**config.mk**
```make
export PLATFORM = sky130hd
export DESIGN_NAME = picorv32_pcpi_issue_flat
export DESIGN_NICKNAME = d
export VERILOG_FILES = /design/src/rtl/picorv32_pcpi_issue_if.sv /design/src/rtl/picorv32_pcpi_issue.sv /design/src/flat_wrapper.sv
export SDC_FILE = /design/constraint.sdc
export NUM_CORES = 1
export LEC_CHECK = 0
export BUFFER_PORTS_ARGS = -buffer_cell sky130_fd_sc_hd__buf_4
export CAP_MARGIN = 20
export CELL_PAD_IN_SITES_DETAIL_PLACEMENT = 0
export CELL_PAD_IN_SITES_GLOBAL_PLACEMENT = 1
export CORE_MARGIN = 4
export CORE_UTILIZATION = 25
export DETAILED_ROUTE_END_ITERATION = 8
export PLACE_DENSITY = 0.61
export SETUP_SLACK_MARGIN = 0.5
export SYNTH_ARGS = -nofsm -noshare
export SYNTH_HDL_FRONTEND = slang
export SYNTH_SLANG_ARGS = --single-unit
export TNS_END_PERCENT = 50
```
**constraint.sdc**
```tcl
create_clock -name clk -period 7.6 [get_ports clk]
set_input_delay 0.76 -clock clk [delete_from_list [all_inputs] [get_ports clk]]
set_output_delay 0.76 -clock clk [all_outputs]
set_load 0.05 [all_outputs]
```
**src/rtl/picorv32_pcpi_issue_if.sv**
```systemverilog
// Core-side request/response and coprocessor-side PCPI signals of the issue block.
interface picorv32_pcpi_issue_if;
    localparam int unsigned XLEN = 32;

    logic            flush;
    logic            req_valid;
    logic            req_ready;
    logic [XLEN-1:0] req_insn;
    logic [XLEN-1:0] req_rs1;
    logic [XLEN-1:0] req_rs2;

    logic            resp_valid;
    logic            resp_ready;
    logic            resp_wr;
    logic [XLEN-1:0] resp_rd;
    logic            resp_illegal;

    logic            pcpi_valid;
    logic [XLEN-1:0] pcpi_insn;
    logic [XLEN-1:0] pcpi_rs1;
    logic [XLEN-1:0] pcpi_rs2;
    logic            pcpi_wr;
    logic [XLEN-1:0] pcpi_rd;
    logic            pcpi_wait;
    logic            pcpi_ready;

    // Issue block view: serves the core, drives the coprocessor.
    modport slave (
        input  flush, req_valid, req_insn, req_rs1, req_rs2, resp_ready,
               pcpi_wr, pcpi_rd, pcpi_wait, pcpi_ready,
        output req_ready, resp_valid, resp_wr, resp_rd, resp_illegal,
               pcpi_valid, pcpi_insn, pcpi_rs1, pcpi_rs2
    );

    // Core/coprocessor view.
    modport master (
        output flush, req_valid, req_insn, req_rs1, req_rs2, resp_ready,
               pcpi_wr, pcpi_rd, pcpi_wait, pcpi_ready,
        input  req_ready, resp_valid, resp_wr, resp_rd, resp_illegal,
               pcpi_valid, pcpi_insn, pcpi_rs1, pcpi_rs2
    );
endinterface

```
**src/rtl/picorv32_pcpi_issue.sv**
```systemverilog
// Issues one instruction at a time to a PCPI coprocessor and returns its
// result, or an illegal-instruction response if the coprocessor stays silent.
module picorv32_pcpi_issue #(
    parameter int unsigned TIMEOUT = 16
) (
    input  logic                   clk,
    input  logic                   reset,
    picorv32_pcpi_issue_if.slave   bus
);
    localparam int unsigned CNT_W = 8;

    typedef enum logic [1:0] {
        S_IDLE  = 2'd0,
        S_ISSUE = 2'd1,
        S_RESP  = 2'd2
    } state_t;

    state_t             state;
    state_t             state_nxt;
    logic [CNT_W-1:0]   tmo_cnt;
    logic               accept_c;
    logic               issue_c;
    logic               tmo_expired_c;

    // Qualifiers shared by the FSM and the datapath; flush masks everything.
    assign accept_c      = (state == S_IDLE) && bus.req_valid && !bus.flush;
    assign issue_c       = (state == S_ISSUE) && !bus.flush;
    assign tmo_expired_c = !bus.pcpi_ready && !bus.pcpi_wait
                           && (tmo_cnt == CNT_W'(TIMEOUT - 1));

    // State register.
    always_ff @(posedge clk or posedge reset) begin
        if (reset) state <= S_IDLE;
        else       state <= state_nxt;
    end

    // Next-state: flush wins, then pcpi_ready beats the timeout.
    always_comb begin
        state_nxt = state;
        if (bus.flush) begin
            state_nxt = S_IDLE;
        end else begin
            case (state)
                S_IDLE:  if (bus.req_valid) state_nxt = S_ISSUE;
                S_ISSUE: if (bus.pcpi_ready || tmo_expired_c) state_nxt = S_RESP;
                S_RESP:  if (bus.resp_ready) state_nxt = S_IDLE;
                default: state_nxt = S_IDLE;
            endcase
        end
    end

    // Handshake outputs decoded from state so async reset clears them at once.
    always_comb begin
        bus.req_ready  = 1'b0;
        bus.pcpi_valid = 1'b0;
        bus.resp_valid = 1'b0;
        case (state)
            S_IDLE:  bus.req_ready  = 1'b1;
            S_ISSUE: bus.pcpi_valid = 1'b1;
            S_RESP:  bus.resp_valid = 1'b1;
            default: ;
        endcase
    end

    // Silence counter: restarts on accept and on pcpi_wait, saturates otherwise.
    always_ff @(posedge clk or posedge reset) begin
        if (reset) begin
            tmo_cnt <= '0;
        end else if (accept_c) begin
            tmo_cnt <= '0;
        end else if (issue_c && !bus.pcpi_ready) begin
            if (bus.pcpi_wait)
                tmo_cnt <= '0;
            else if (!tmo_expired_c && (tmo_cnt != {CNT_W{1'b1}}))
                tmo_cnt <= tmo_cnt + CNT_W'(1);
        end
    end

    // Operand latch, held for the whole issue phase.
    always_ff @(posedge clk or posedge reset) begin
        if (reset) begin
            bus.pcpi_insn <= '0;
            bus.pcpi_rs1  <= '0;
            bus.pcpi_rs2  <= '0;
        end else if (accept_c) begin
            bus.pcpi_insn <= bus.req_insn;
            bus.pcpi_rs1  <= bus.req_rs1;
            bus.pcpi_rs2  <= bus.req_rs2;
        end
    end

    // Response latch: coprocessor result, or an illegal marker on timeout.
    always_ff @(posedge clk or posedge reset) begin
        if (reset) begin
            bus.resp_wr      <= 1'b0;
            bus.resp_rd      <= '0;
            bus.resp_illegal <= 1'b0;
        end else if (issue_c && bus.pcpi_ready) begin
            bus.resp_wr      <= bus.pcpi_wr;
            bus.resp_rd      <= bus.pcpi_rd;
            bus.resp_illegal <= 1'b0;
        end else if (issue_c && tmo_expired_c) begin
            bus.resp_wr      <= 1'b0;
            bus.resp_rd      <= '0;
            bus.resp_illegal <= 1'b1;
        end
    end
endmodule

```
**src/flat_wrapper.sv**
```systemverilog
// flat-port wrapper written by rule: the top's interface ports become plain ports
module picorv32_pcpi_issue_flat 
#(
    parameter int unsigned TIMEOUT = 16
)
  (clk, reset, bus_flush, bus_req_valid, bus_req_insn, bus_req_rs1, bus_req_rs2, bus_resp_ready, bus_pcpi_wr, bus_pcpi_rd, bus_pcpi_wait, bus_pcpi_ready, bus_req_ready, bus_resp_valid, bus_resp_wr, bus_resp_rd, bus_resp_illegal, bus_pcpi_valid, bus_pcpi_insn, bus_pcpi_rs1, bus_pcpi_rs2);
  picorv32_pcpi_issue_if bus_i ();
  input  logic clk;
  input  logic reset;
  input wire logic [$bits(bus_i.flush)-1:0] bus_flush;
  input wire logic [$bits(bus_i.req_valid)-1:0] bus_req_valid;
  input wire logic [$bits(bus_i.req_insn)-1:0] bus_req_insn;
  input wire logic [$bits(bus_i.req_rs1)-1:0] bus_req_rs1;
  input wire logic [$bits(bus_i.req_rs2)-1:0] bus_req_rs2;
  input wire logic [$bits(bus_i.resp_ready)-1:0] bus_resp_ready;
  input wire logic [$bits(bus_i.pcpi_wr)-1:0] bus_pcpi_wr;
  input wire logic [$bits(bus_i.pcpi_rd)-1:0] bus_pcpi_rd;
  input wire logic [$bits(bus_i.pcpi_wait)-1:0] bus_pcpi_wait;
  input wire logic [$bits(bus_i.pcpi_ready)-1:0] bus_pcpi_ready;
  output wire logic [$bits(bus_i.req_ready)-1:0] bus_req_ready;
  output wire logic [$bits(bus_i.resp_valid)-1:0] bus_resp_valid;
  output wire logic [$bits(bus_i.resp_wr)-1:0] bus_resp_wr;
  output wire logic [$bits(bus_i.resp_rd)-1:0] bus_resp_rd;
  output wire logic [$bits(bus_i.resp_illegal)-1:0] bus_resp_illegal;
  output wire logic [$bits(bus_i.pcpi_valid)-1:0] bus_pcpi_valid;
  output wire logic [$bits(bus_i.pcpi_insn)-1:0] bus_pcpi_insn;
  output wire logic [$bits(bus_i.pcpi_rs1)-1:0] bus_pcpi_rs1;
  output wire logic [$bits(bus_i.pcpi_rs2)-1:0] bus_pcpi_rs2;
  assign bus_i.flush = bus_flush;
  assign bus_i.req_valid = bus_req_valid;
  assign bus_i.req_insn = bus_req_insn;
  assign bus_i.req_rs1 = bus_req_rs1;
  assign bus_i.req_rs2 = bus_req_rs2;
  assign bus_i.resp_ready = bus_resp_ready;
  assign bus_i.pcpi_wr = bus_pcpi_wr;
  assign bus_i.pcpi_rd = bus_pcpi_rd;
  assign bus_i.pcpi_wait = bus_pcpi_wait;
  assign bus_i.pcpi_ready = bus_pcpi_ready;
  assign bus_req_ready = bus_i.req_ready;
  assign bus_resp_valid = bus_i.resp_valid;
  assign bus_resp_wr = bus_i.resp_wr;
  assign bus_resp_rd = bus_i.resp_rd;
  assign bus_resp_illegal = bus_i.resp_illegal;
  assign bus_pcpi_valid = bus_i.pcpi_valid;
  assign bus_pcpi_insn = bus_i.pcpi_insn;
  assign bus_pcpi_rs1 = bus_i.pcpi_rs1;
  assign bus_pcpi_rs2 = bus_i.pcpi_rs2;
  picorv32_pcpi_issue #(.TIMEOUT(TIMEOUT)) u_core (.clk(clk), .reset(reset), .bus(bus_i));
endmodule
```
=== After elaboration in Yosys (flattened, before gate mapping) ===
Cells that the tools add are included.

* Bits in registers: 140
* Bits of input ports: 136
* Output and inout port bits: 133
* Word-level logic and storage cells: 54

* $add $sub $neg: 1
* Equality and inequality tests: 7
* Multiplexer cells: 18
* Reduce and logical (&&, ||, !) cells: 20

{| class="wikitable"
|+ Operator list
! operator !! count
|-
| 32-bit two-way mux || 2
|-
| 8-bit two-way mux || 4
|-
| 1-bit logical AND || 9
|-
| 3-bit != test, second input constant || 3
|-
| 8-bit by 1-bit adder with 8-bit output, second input constant || 1
|-
| 8-bit by 4-bit equality test with 1-bit output, second input constant || 1
|-
| 2-bit two-way mux || 4
|-
| 8-bit != test, second input constant || 1
|-
| 1-bit two-way mux || 7
|-
| 2-bit one-hot mux with 3 select lines || 1
|-
| 1-bit logical NOT || 4
|-
| 2-bit nonzero test || 2
|-
| 3-bit AND reduction || 1
|-
| 3-bit nonzero test || 1
|-
| 2-bit by 1-bit equality test with 1-bit output, second input constant || 1
|-
| 2-bit equality test, second input constant || 1
|-
| 2-bit logical NOT || 1
|-
| 2-bit AND reduction || 1
|-
| 1-bit logical OR || 1
|}

=== Logic depth before layout (Yosys ltp) ===
* Depth after elaboration: 9
* Depth in mapped cells: 7
* Mapped depth without buffers: 5

=== Least setup slack after synthesis ===
Ideal clock, no wire load.

* Path kind: in2reg
* Start: in bus_pcpi_wait
* End: reg u_core.bus.resp_rd[10]
* Library setup time: 0.121 ns
* Arrival time: 2.006 ns
* Data required time: 7.479 ns
* Setup slack: 5.473 ns
* Cell stages on the path: 6
* Buffers on the path: 2
* Path through: buf_2 > or4_1 > nor2_1 > o21ai_2 > buf_2 > a22o_1

* Word-level cells in the longest chain between the ends: 5

{| class="wikitable"
|+ Ends and longest elaborated chain
! item !! line !! text
|-
| start: declaration || flat_wrapper.sv:18 || <nowiki>input wire logic [$bits(bus_i.pcpi_wait)-1:0] bus_pcpi_wait;</nowiki>
|-
| 1-bit logical NOT || picorv32_pcpi_issue.sv:28 || <nowiki>assign tmo_expired_c = !bus.pcpi_ready && !bus.pcpi_wait</nowiki>
|-
| 1-bit logical AND || picorv32_pcpi_issue.sv:28 ||
|-
| 1-bit logical AND || picorv32_pcpi_issue.sv:29 || <nowiki>&& (tmo_cnt == CNT_W'(TIMEOUT - 1));</nowiki>
|-
| 1-bit logical AND || picorv32_pcpi_issue.sv:102 || <nowiki>end else if (issue_c && tmo_expired_c) begin</nowiki>
|-
| 2-bit nonzero test (no line) || -- ||
|-
| end signal: assignment || picorv32_pcpi_issue.sv:100 || <nowiki>bus.resp_rd <= bus.pcpi_rd;</nowiki>
|-
| end: declaration || picorv32_pcpi_issue_if.sv:31 || <nowiki>output req_ready, resp_valid, resp_wr, resp_rd, resp_illegal,</nowiki>
|}

Every way passes these cells.
A chain may end at the register's enable or synchronous reset.

=== Worst setup path after layout ===
* Start: reg u_core.tmo_cnt[0]
* End: reg u_core.tmo_cnt[5]

* Word-level cells in the longest chain between the ends: 6
* Elaborated cells between the ends (all ways): 12
* Those cells by class: 1 x add/sub; 2 x eq/ne; 4 x mux; 5 x reduce/logical

{| class="wikitable"
|+ Ends and longest elaborated chain
! item !! line !! text
|-
| start: declaration || picorv32_pcpi_issue.sv:20 || <nowiki>logic [CNT_W-1:0] tmo_cnt;</nowiki>
|-
| start signal: assignment || picorv32_pcpi_issue.sv:75 || <nowiki>tmo_cnt <= tmo_cnt + CNT_W'(1);</nowiki>
|-
| parallel branches: the longest is 6 deep, another holds 8-bit by 1-bit adder with 8-bit output || -- ||
|}

Parallel ways; which one is timed is not known. The select of a mux whose other input is x is not followed.

==> Flow_metrics.wiki <==
{| class="wikitable"
! Metric !! Value
|-
| Dpl ws || 5.071 ns
|-
| Die W || 155.1 um
|-
| Fin. max-slew vios || 0
|-
| Fillers || 2078
|-
| Dominant cell by count in the synthesized netlist || nand2_1
|-
| Cell type contributing the most total cell area after synthesis || dfrtp_1
|-
| CTS resizes || 0
|-
| Worst voltage drop across the vdd grid || 0.1259 mV
|-
| Inserted Diodes || 0
|-
| Cell Rows || 53
|-
| Clock-pin slew on the worst setup and hold paths || 0.07 ns
|-
| Final Net Count || 948
|-
| Library cell contributing the largest single delay on the critical path || or3_1
|-
| Worst setup EP type || register
|-
| Share of cells above drive strength 1 || 0.3827
|-
| Post-route DRC violation count || 0
|-
| Worst slew pin tran || 0.6386 ns
|-
| Antenna violations before repair || 0
|-
| Core Footprint || 21150 sq um
|-
| Most used DFF post-synth || dfrtp_1
|-
| Nature of the critical path startpoint || register
|-
| Maximum number of pins on one net before global-route repair || 104
|-
| Fraction of synthesized cell area taken by the top area cell type || 0.6472
|-
| Cells after Synth || 550
|-
| Flip-flop and latch count after synthesis || 140
|-
| Yosys warns || 0
|-
| Combined area of all synthesized cells || 5413 sq um
|-
| Detailed Routing Iterations Pass 1 || 4
|-
| Area delta synth->final || 54.30%
|-
| Multi-input gate area || 1770 sq um
|-
| Pwr dens || 342.4 nW/um^2
|-
| Via count of the first global-routing pass || 4991
|-
| Worst Hold Class || primary input to asynchronous set/reset pin
|-
| Clock insertion delay at the later pin of the skew report || 0.42 ns
|-
| Most used standard cells in the synthesized netlist || nand2_1 (292), dfrtp_1 (140), a22o_1 (33), clkbuf_1 (22), buf_2 (8)
|-
| Number of enable flip-flop cells after synthesis || 0
|-
| CTS Buf Count || 17
|-
| I/O pins || 269
|-
| Congestion Overflow GR || 0
|-
| Detailed-route via count || 4736
|-
| Clock Tree Buf Depth || 2
|-
| Global placement routability congestion || 0.7599
|-
| Source of the critical timing path || u_core.tmo_cnt[0]
|-
| Footprint of the flip-flops and latches || 3503 sq um
|-
| Root buf cell || clkbuf_16
|-
| Post-detailed-route via-to-cell ratio || 4.313
|-
| Worst Path Arrival || 2.38 ns
|-
| Critical path destination || u_core.tmo_cnt[5]
|-
| Hold Buf Count CTS || 0
|-
| Hold Fails Final Rpt || 0
|-
| Number of post-CTS setup repair buffers || 0
|-
| Total negative slack for setup checks || 0 ns
|-
| Setup WS post-layout || 5.528 ns
|-
| Endpoint required time on the critical path || 7.91 ns
|-
| Sink count of the clock tree || 140
|-
| Worst reg2reg path startpoint || u_core.tmo_cnt[0]
|-
| Initial Util || 0.2559
|-
| Worst rel slew slack || 0.5743
|-
| Synth top area cells || dfrtp_1 (65%), nand2_1 (20%), a22o_1 (5.3%)
|-
| Post-detailed-route wirelength per cell || 14.81 um
|-
| Status || finished clean
|-
| Min Tclk post-route || 2.072 ns
|-
| Number of antenna-violating nets in the routed design || 0
|-
| Die height || 155.1 um
|-
| DRT Wirelength || 16.27 mm
|-
| Placed standard-cell area || 7696 sq um
|-
| Slack of the worst reg-to-reg path || 5.53 ns
|-
| Max frequency || 0.4827 GHz
|-
| Period utilisation layout || 0.2726
|-
| Number of setup violations in the final report || 0
|-
| Async set-or-reset flop fraction in the synthesized netlist || 1.000
|-
| Post-route design area || 8352 sq um
|-
| Global-route wire length before repair || 26.08 mm
|-
| Maximum level of the CTS H-tree || 4
|-
| First DRT Iteration DRCs || 209
|-
| Fin Clk Skew || 0.01242 ns
|-
| Count of input and output buffers || 268
|-
| Logic depth of the worst register-to-register path || 5
|-
| Worst path cell trace || ha_1 > nand4b_1 > o211ai_2 > or3_1 > o41ai_2
|-
| WS Path Type || register to register
|-
| Number of different library cells in the post-synthesis netlist || 37
|-
| Register area share after synthesis || 0.6472
|-
| Highest cell delay on the worst timing path || 0.55 ns
|-
| GRT Util Overall || 0.1342
|-
| Net count of the mapped netlist || 687
|-
| Max Fanout on Critical Path || 12
|-
| MaxCap Viol Count || 0
|-
| TritonCTS clock tree || yes
|-
| Reported leakage power || 0.004522 uW
|-
| Mean Syn Cell Area || 9.841 sq um
|-
| RSZ-0062 raised after global routing || false
|-
| Half-perimeter wire length after placement || 11.25 mm
|-
| Critical R2R Capture || u_core.tmo_cnt[5]
|-
| Total die area || 24070 sq um
|}
flip-flops by register name, summed over array words and instances (netlist names):
signal                   cells
u_core.bus.pcpi_rs2         32
u_core.bus.resp_wr           1
u_core.state                 2
u_core.bus.resp_illegal      1
u_core.bus.pcpi_rs1         32
u_core.tmo_cnt               8
u_core.bus.pcpi_insn        32
u_core.bus.resp_rd          32
through the flow:
stage | hold slack [ns] | instances | power [uW] | util
floorplan | 0.4951 | 550 | 1684 | -
global placement | 0.4592 | 1063 | 2056 | 0.3625
detailed placement | 0.4631 | 1064 | 2066 | 0.3638
CTS | 0.4257 | 1095 | 2901 | 0.3909
global route | 0.4627 | 1098 | 2998 | 0.3948
finish | 0.4118 | 1098 | 2860 | 0.3948
layer usage:
layer / vias up / share of wire / global-route usage
met5: - / 0 / 0
met4: 0 / 0.018 / 0.04542
met3: 22 / 0.096 / 0.05591
met2: 191 / 0.45 / 0.2114
met1: 2218 / 0.44 / 0.1670
li1: 2305 / - / -
final cells by class:
cell class,count,share of cell area
Sequential cell,140,0.4195
Multi-Input combinational cell,374,0.2120
Timing Repair Buffer,275,0.2568
Tap cell,275,0.04120
Inverter,3,0.001948
Clock inverter,12,0.01678
Clock buffer,19,0.05184
critical path: cells and delay by family, from the launching register on:
family | cells | cell delay (ns)
compound gates | 2 | 0.55
fa+ha+maj | 1 | 0.26
simple gates | 2 | 0.73
flops | 1 | 0.42
placed cells by master, fill, tap and decap left out, types with 2 or more instances in the layout:
cell	synthesis	routed
a22o_1	33	33
clkinvlp_4	0	3
buf_16	0	4
clkbuf_1	22	2
nand2_1	292	292
clkinv_4	0	3
a31oi_1	2	2
a21oi_1	4	4
nor2_1	7	7
o21ai_1	3	3
dfrtp_1	140	140
clkbuf_16	0	17
nor2b_1	2	2
o311ai_1	4	4
bufinv_16	0	2
inv_6	0	4
buf_4	1	271
o41ai_2	3	3
and2_1	2	2
or4_1	2	2
where the power goes:
part	switching, uW	leakage [uW]	total, uW	internal [uW]
clock network	326	0.000270	811	485
logic	741	0.00249	1060	321
registers	89.1	0.00176	986	897
worst min-delay path by stage:
stage / cells after the start / slack, ns / end / start
3_5_place_dp: 2 / 0.46 / u_core.bus.pcpi_rs2[18] / u_core.bus.pcpi_rs2[18]
2_1_floorplan: 1 / 0.50 / u_core.tmo_cnt[5] / u_core.tmo_cnt[5]
5_1_grt: 2 / 0.46 / u_core.bus.pcpi_rs1[6] / reset
6_report: 2 / 0.41 / u_core.bus.pcpi_insn[29] / reset
3_3_place_gp: 2 / 0.46 / u_core.bus.pcpi_rs1[17] / u_core.bus.pcpi_rs1[17]
4_1_cts: 2 / 0.43 / u_core.bus.pcpi_insn[29] / reset
kinds of logic after synthesis:
logic type | Yosys count | share of synthesized area
fa+ha+maj | 1 | 0.002311
buf+inv | 36 | 0.02890
simple gates | 317 | 0.2330
flops | 140 | 0.6472
compound gates | 56 | 0.08853
(Power assumes the default switching activity.)
